### src/rtl/mdu_seq_multiplier.sv
// -----------------------------------------------------------------------------
// mdu_seq_multiplier
//   Iterative RV32M multiplier (MUL, MULH, MULHSU, MULHU). Operands are
//   converted to unsigned magnitudes on accept, multiplied by shift-and-add
//   BITS_PER_CYCLE multiplier bits per CALC cycle, then sign-corrected and
//   the requested half is registered into result.
//
// Ports
//   CLK        clock, rising edge
//   RST        asynchronous active-high reset
//   in_valid   operation presented by execute
//   in_ready   block can accept (IDLE only)
//   op         funct3[1:0]: 00 MUL, 01 MULH, 10 MULHSU, 11 MULHU
//   rs1, rs2   multiplicand / multiplier
//   flush      aborts any in-flight operation, blocks acceptance in IDLE
//   out_valid  result available, held until consumed
//   out_ready  downstream accepts result
//   result     low half (MUL) or high half (others) of the product
// -----------------------------------------------------------------------------
module mdu_seq_multiplier #(
   parameter int unsigned XLEN           = 32,
   parameter int unsigned BITS_PER_CYCLE = 1
) (
   input  logic            CLK,
   input  logic            RST,
   input  logic            in_valid,
   output logic            in_ready,
   input  logic [1:0]      op,
   input  logic [XLEN-1:0] rs1,
   input  logic [XLEN-1:0] rs2,
   input  logic            flush,
   output logic            out_valid,
   input  logic            out_ready,
   output logic [XLEN-1:0] result
);

   localparam int unsigned STEPS = XLEN / BITS_PER_CYCLE;
   localparam int unsigned CW    = $clog2(STEPS + 1);
   localparam logic [CW-1:0] LAST = CW'(STEPS - 1);

   typedef enum logic [1:0] {
      S_IDLE,
      S_CALC,
      S_DONE
   } state_t;

   state_t              state_q, state_d;
   logic                in_ready_q, in_ready_d;
   logic                out_valid_q, out_valid_d;
   logic [XLEN-1:0]     result_q, result_d;
   logic [XLEN-1:0]     mcand_q, mcand_d;
   logic [XLEN-1:0]     mplier_q, mplier_d;
   logic [2*XLEN-1:0]   acc_q, acc_d;
   logic [CW-1:0]       count_q, count_d;
   logic                neg_q, neg_d;
   logic [1:0]          op_q, op_d;

   logic                rs1_neg, rs2_neg;
   logic [2*XLEN-1:0]   partial;
   logic [2*XLEN-1:0]   acc_next;
   logic [2*XLEN-1:0]   prod;
   logic [31:0]         shamt;

   always_comb begin
      state_d     = state_q;
      in_ready_d  = in_ready_q;
      out_valid_d = out_valid_q;
      result_d    = result_q;
      mcand_d     = mcand_q;
      mplier_d    = mplier_q;
      acc_d       = acc_q;
      count_d     = count_q;
      neg_d       = neg_q;
      op_d        = op_q;

      // rs1 is signed for MULH/MULHSU, rs2 only for MULH
      rs1_neg = ((op == 2'b01) || (op == 2'b10)) && rs1[XLEN-1];
      rs2_neg = (op == 2'b01) && rs2[XLEN-1];

      shamt    = 32'(count_q) * 32'(BITS_PER_CYCLE);
      partial  = (2*XLEN)'(mcand_q) * (2*XLEN)'(mplier_q[BITS_PER_CYCLE-1:0]);
      acc_next = acc_q + (partial << shamt);
      prod     = neg_q ? (~acc_q + 1'b1) : acc_q;

      case (state_q)
         S_IDLE: begin
            if (in_valid && !flush) begin
               op_d     = op;
               mcand_d  = rs1_neg ? (~rs1 + 1'b1) : rs1;
               mplier_d = rs2_neg ? (~rs2 + 1'b1) : rs2;
               neg_d    = rs1_neg ^ rs2_neg;
               acc_d    = '0;
               count_d  = '0;
               state_d  = S_CALC;
            end
         end
         S_CALC: begin
            if (flush) begin
               state_d = S_IDLE;
            end else begin
               acc_d    = acc_next;
               mplier_d = mplier_q >> BITS_PER_CYCLE;
               count_d  = count_q + 1'b1;
               if (count_q == LAST) begin
                  state_d = S_DONE;
               end
            end
         end
         S_DONE: begin
            // First DONE cycle performs sign correction and half select;
            // result is presented from the following cycle onward.
            if (flush) begin
               state_d     = S_IDLE;
               out_valid_d = 1'b0;
            end else if (!out_valid_q) begin
               result_d    = (op_q == 2'b00) ? prod[XLEN-1:0] : prod[2*XLEN-1:XLEN];
               out_valid_d = 1'b1;
            end else if (out_ready) begin
               state_d     = S_IDLE;
               out_valid_d = 1'b0;
            end
         end
         default: begin
            state_d     = S_IDLE;
            out_valid_d = 1'b0;
         end
      endcase

      in_ready_d = (state_d == S_IDLE);
   end

   always_ff @(posedge CLK or posedge RST) begin
      if (RST) begin
         state_q     <= S_IDLE;
         in_ready_q  <= 1'b1;
         out_valid_q <= 1'b0;
         result_q    <= '0;
         mcand_q     <= '0;
         mplier_q    <= '0;
         acc_q       <= '0;
         count_q     <= '0;
         neg_q       <= 1'b0;
         op_q        <= '0;
      end else begin
         state_q     <= state_d;
         in_ready_q  <= in_ready_d;
         out_valid_q <= out_valid_d;
         result_q    <= result_d;
         mcand_q     <= mcand_d;
         mplier_q    <= mplier_d;
         acc_q       <= acc_d;
         count_q     <= count_d;
         neg_q       <= neg_d;
         op_q        <= op_d;
      end
   end

   assign in_ready  = in_ready_q;
   assign out_valid = out_valid_q;
   assign result    = result_q;

endmodule
### config.mk
export PLATFORM = sky130hd
export DESIGN_NAME = mdu_seq_multiplier
export DESIGN_NICKNAME = d
export VERILOG_FILES = /design/src/rtl/mdu_seq_multiplier.sv
export SDC_FILE = /design/constraint.sdc
export NUM_CORES = 1
export LEC_CHECK = 0
export ABC_AREA = 1
export ABC_CLOCK_PERIOD_IN_PS = 6770
export CELL_PAD_IN_SITES_DETAIL_PLACEMENT = 2
export CELL_PAD_IN_SITES_GLOBAL_PLACEMENT = 2
export CORE_MARGIN = 3
export CORE_UTILIZATION = 33
export CTS_CLUSTER_DIAMETER = 150
export DETAILED_ROUTE_END_ITERATION = 8
export PLACE_DENSITY_LB_ADDON = 0.1
export SETUP_SLACK_MARGIN = 0.2
export SLEW_MARGIN = 5
export SYNTH_ARGS = -nofsm -noshare
export SYNTH_HDL_FRONTEND = slang
export SYNTH_SLANG_ARGS = --single-unit
### constraint.sdc
create_clock -name CLK -period 6.77 [get_ports CLK]
set_input_delay 1.354 -clock CLK [delete_from_list [all_inputs] [get_ports CLK]]
set_output_delay 1.354 -clock CLK [all_outputs]
set_load 0.01 [all_outputs]
==> reports/qor.yml <==
outcome: "finished clean"
timing.fmax_mhz: 195.3
grt_pass1_wl_microns: 144400
final_common_cell: "nand2_1"
syn_nets: 3293
relSlewSlack: 0.2034
track_usage: 0.3294
cts_tree: "yes"
crit_path_start_kind: "flip-flop"
synth_adder_area_share: 0.04762
cts_max_level: 4
hold_path_end: "mplier_q[12]"
cts_hold_buf: 0
synthTopCellsByArea: "dfrtp_1 (24%), nand2_1 (19%), nor2_1 (8.9%)"
cellPowerDensity_nw_per_um2: 344.5
cp_cell_sequence: "buf_4 -> nand2_1 -> inv_1 -> o21ai_1 -> o21ai_0 -> nand2_1 -> o21ai_1 -> nand2_1 -> nand2_1 -> nor2_1 -> nor3_2 -> ha_1 -> nand2_1 -> nor2_1 -> inv_1 -> nor2_1 -> inv_1 -> nor2_1 -> nand3_1 -> nand3_1 -> nand2_1 -> nand3_1 -> o21ai_0"
overflow: 0
initial_core_util: 0.3365
fin_crit_sh: 0.7564
regToRegSetupSlack_ps: 1650
synth_top_area_frac: 0.2353
r2r-end: "acc_q[33]"
fin_skew_ps: 17.63
synth_top_family_by_area: "simple AND/OR/NAND/NOR gates"
tns_ps: 0
antenna_found_initial: 0
critPathArrivalTime_ps: 5480
clock-sinks: 173
dr.pass1.iters: 5
numCtsBuffers: 17
cts_buffer_depth: 2
critPathSlowestCell: "dfrtp_1"
globalplace.congestion: 1.006
slowest_delay_ps: 1010
netlist_instances: 3153
hold_viol_final: 0
crit_fanout: 32
dpl.hpwl_microns: 77150
clkLatencyLatePin_ps: 510
cts_resized: 0
drt-vias-per-instance: 5.587
p_leak_nw: 9.781
core_sq_um: 54350
drc: 0
grt_setup_unrepaired: "false"
grt_max_degree: 89
ys_ff_latch: 173
synth-simple-area-share: 0.4081
diodes: 0
synth_xor_area_frac: 0.01820
ys_async_sr_fraction: 1.000
io-pin-count: 105
timing.final.crit_period_ps: 5121
die_y_microns: 241.4
mostFrequentLayoutCells: "nand2_1 (907), nor2_1 (432), inv_1 (322)"
r2r-start: "mplier_q[0]"
ys.flop_type: "dfrtp_1"
drv_slew: 0
fillers: 6899
wl_per_cell_microns: 24.25
num_rows: 85
ff2ff_path_depth: 23
drtIter0Drc: 1277
post-cts-setup-buffers: 0
synth_mux_area_frac: 0.005473
cp_top_family: "simple AND/OR/NAND/NOR gates"
syn_avg_cell_area_sq_um: 5.800
vdd_drop_max_mv: 0.2596
worst_pin_slew_ps: 1194
die_area_sq_um: 58280
drive_gt1_frac: 0.04186
grt_pass1_vias: 23560
root_buffer: "clkbuf_16"
synth_edf_count: 0
cp-end-kind: "flip-flop"
vias: 22010
drt-total-wl_microns: 95530
clk_pin_slew_ps: 70
cpMostUsedCell: "nand2_1"
ant_nets: 0
required_ps: 7130
nNetsFinal: 3328
syn_area_sq_um: 18290
setup_viol: 0
yosysSeqAreaShare: 0.2368
worst-path-buf-inv: 4
die_x_microns: 241.4
synth_compound_area_frac: 0.1859
drv_cap: 0
synth_top_cell_by_area: "dfrtp_1"
port_buffers: 104
yosysWarnings: 0
syn_to_final_growth_pct: 12.77
min_path_type: "flip-flop to flip-flop"
yosys.cell_types.count: 56
total_power_mw: 7.106
min-delay-start: "mplier_q[12]"
min_path_cells: 2
path_class: "flip-flop to flip-flop"
synthesized netlist by cell type (20+ instances only):
library cell,count
nor3_1,32
nor2_1,434
clkbuf_1,68
nand3_1,282
o21ai_1,79
a31oi_1,20
nand2_1,907
inv_1,323
nand4_1,35
a21oi_1,197
dfrtp_1,172
o21ai_0,272
ha_1,68
xor2_1,35
logic make-up (layout without fill, tap and decap cells):
| family | after synthesis | count (layout) |
|---|---|---|
| buf+inv | 452 | 500 |
| simple gates | 1772 | 1772 |
| xor+xnor | 38 | 38 |
| fa+ha+maj | 69 | 69 |
| mux | 10 | 10 |
| flops | 173 | 173 |
| compound gates | 639 | 639 |
worst max-delay path by stage:
stage | slack, ps | endpoint | cells after the start | from
floorplan | 730 | acc_q[0] | 1 | RST
global placement | 1910 | acc_q[33] | 21 | mplier_q[0]
detailed placement | 1840 | acc_q[33] | 23 | mplier_q[0]
CTS | 1790 | acc_q[33] | 23 | mplier_q[0]
global route | 1300 | acc_q[34] | 23 | mplier_q[0]
finish | 1650 | acc_q[33] | 23 | mplier_q[0]
stage by stage:
step	utilization	hold slack (ps)	std cells	worst slack (ps)	area [sq um]
3_5_place_dp	0.3670	464.7	3908	1837	19950
5_1_grt	0.3795	503.5	3940	1298	20620
2_1_floorplan	-	443.7	3153	729.2	18290
3_3_place_gp	0.3670	458.5	3908	1911	19950
6_report	0.3795	483.2	3940	1649	20620
4_1_cts	0.3795	484.7	3940	1791	20620
worst reg2reg max path, delay by kind of cell, from the launching register on:
family / cells / cell delay, ps
fa+ha+maj: 1 / 400
flops: 1 / 1010
buf+inv: 4 / 580
simple gates: 14 / 2270
compound gates: 4 / 710
power by group:
part           switching (mW)  internal, mW  total (mW)
Sequential              0.288          1.22        1.51
Clock                   0.523         0.699        1.22
Combinational            3.20          1.18        4.37
metal layers:
metal	vias up	GRT usage	share of wire
met4	0	0.1919	0.063
met3	185	0.03381	0.032
li1	10370	-	-
met5	-	0	0
met2	445	0.5652	0.48
met1	11010	0.4020	0.43
layout make-up:
cell class | count | area [sq um] | area share
multi-input combinational | 2528 | 12180 | 0.5907
sequential | 173 | 4332 | 0.2100
inverter | 340 | 1286 | 0.06237
timing repair buffer | 128 | 1221 | 0.05921
tap | 739 | 924.6 | 0.04483
clock buffer | 18 | 429.2 | 0.02081
clock inverter | 14 | 247.7 | 0.01201
sequential cells by signal, summed over array words and instances, names as in the netlist:
register   count
count_q        6
mplier_q      32
acc_q         64
result        32
op_q           2
state_q        2
in_ready       1
neg_q          1
mcand_q       32
out_valid      1
(Power assumes the default switching activity.)
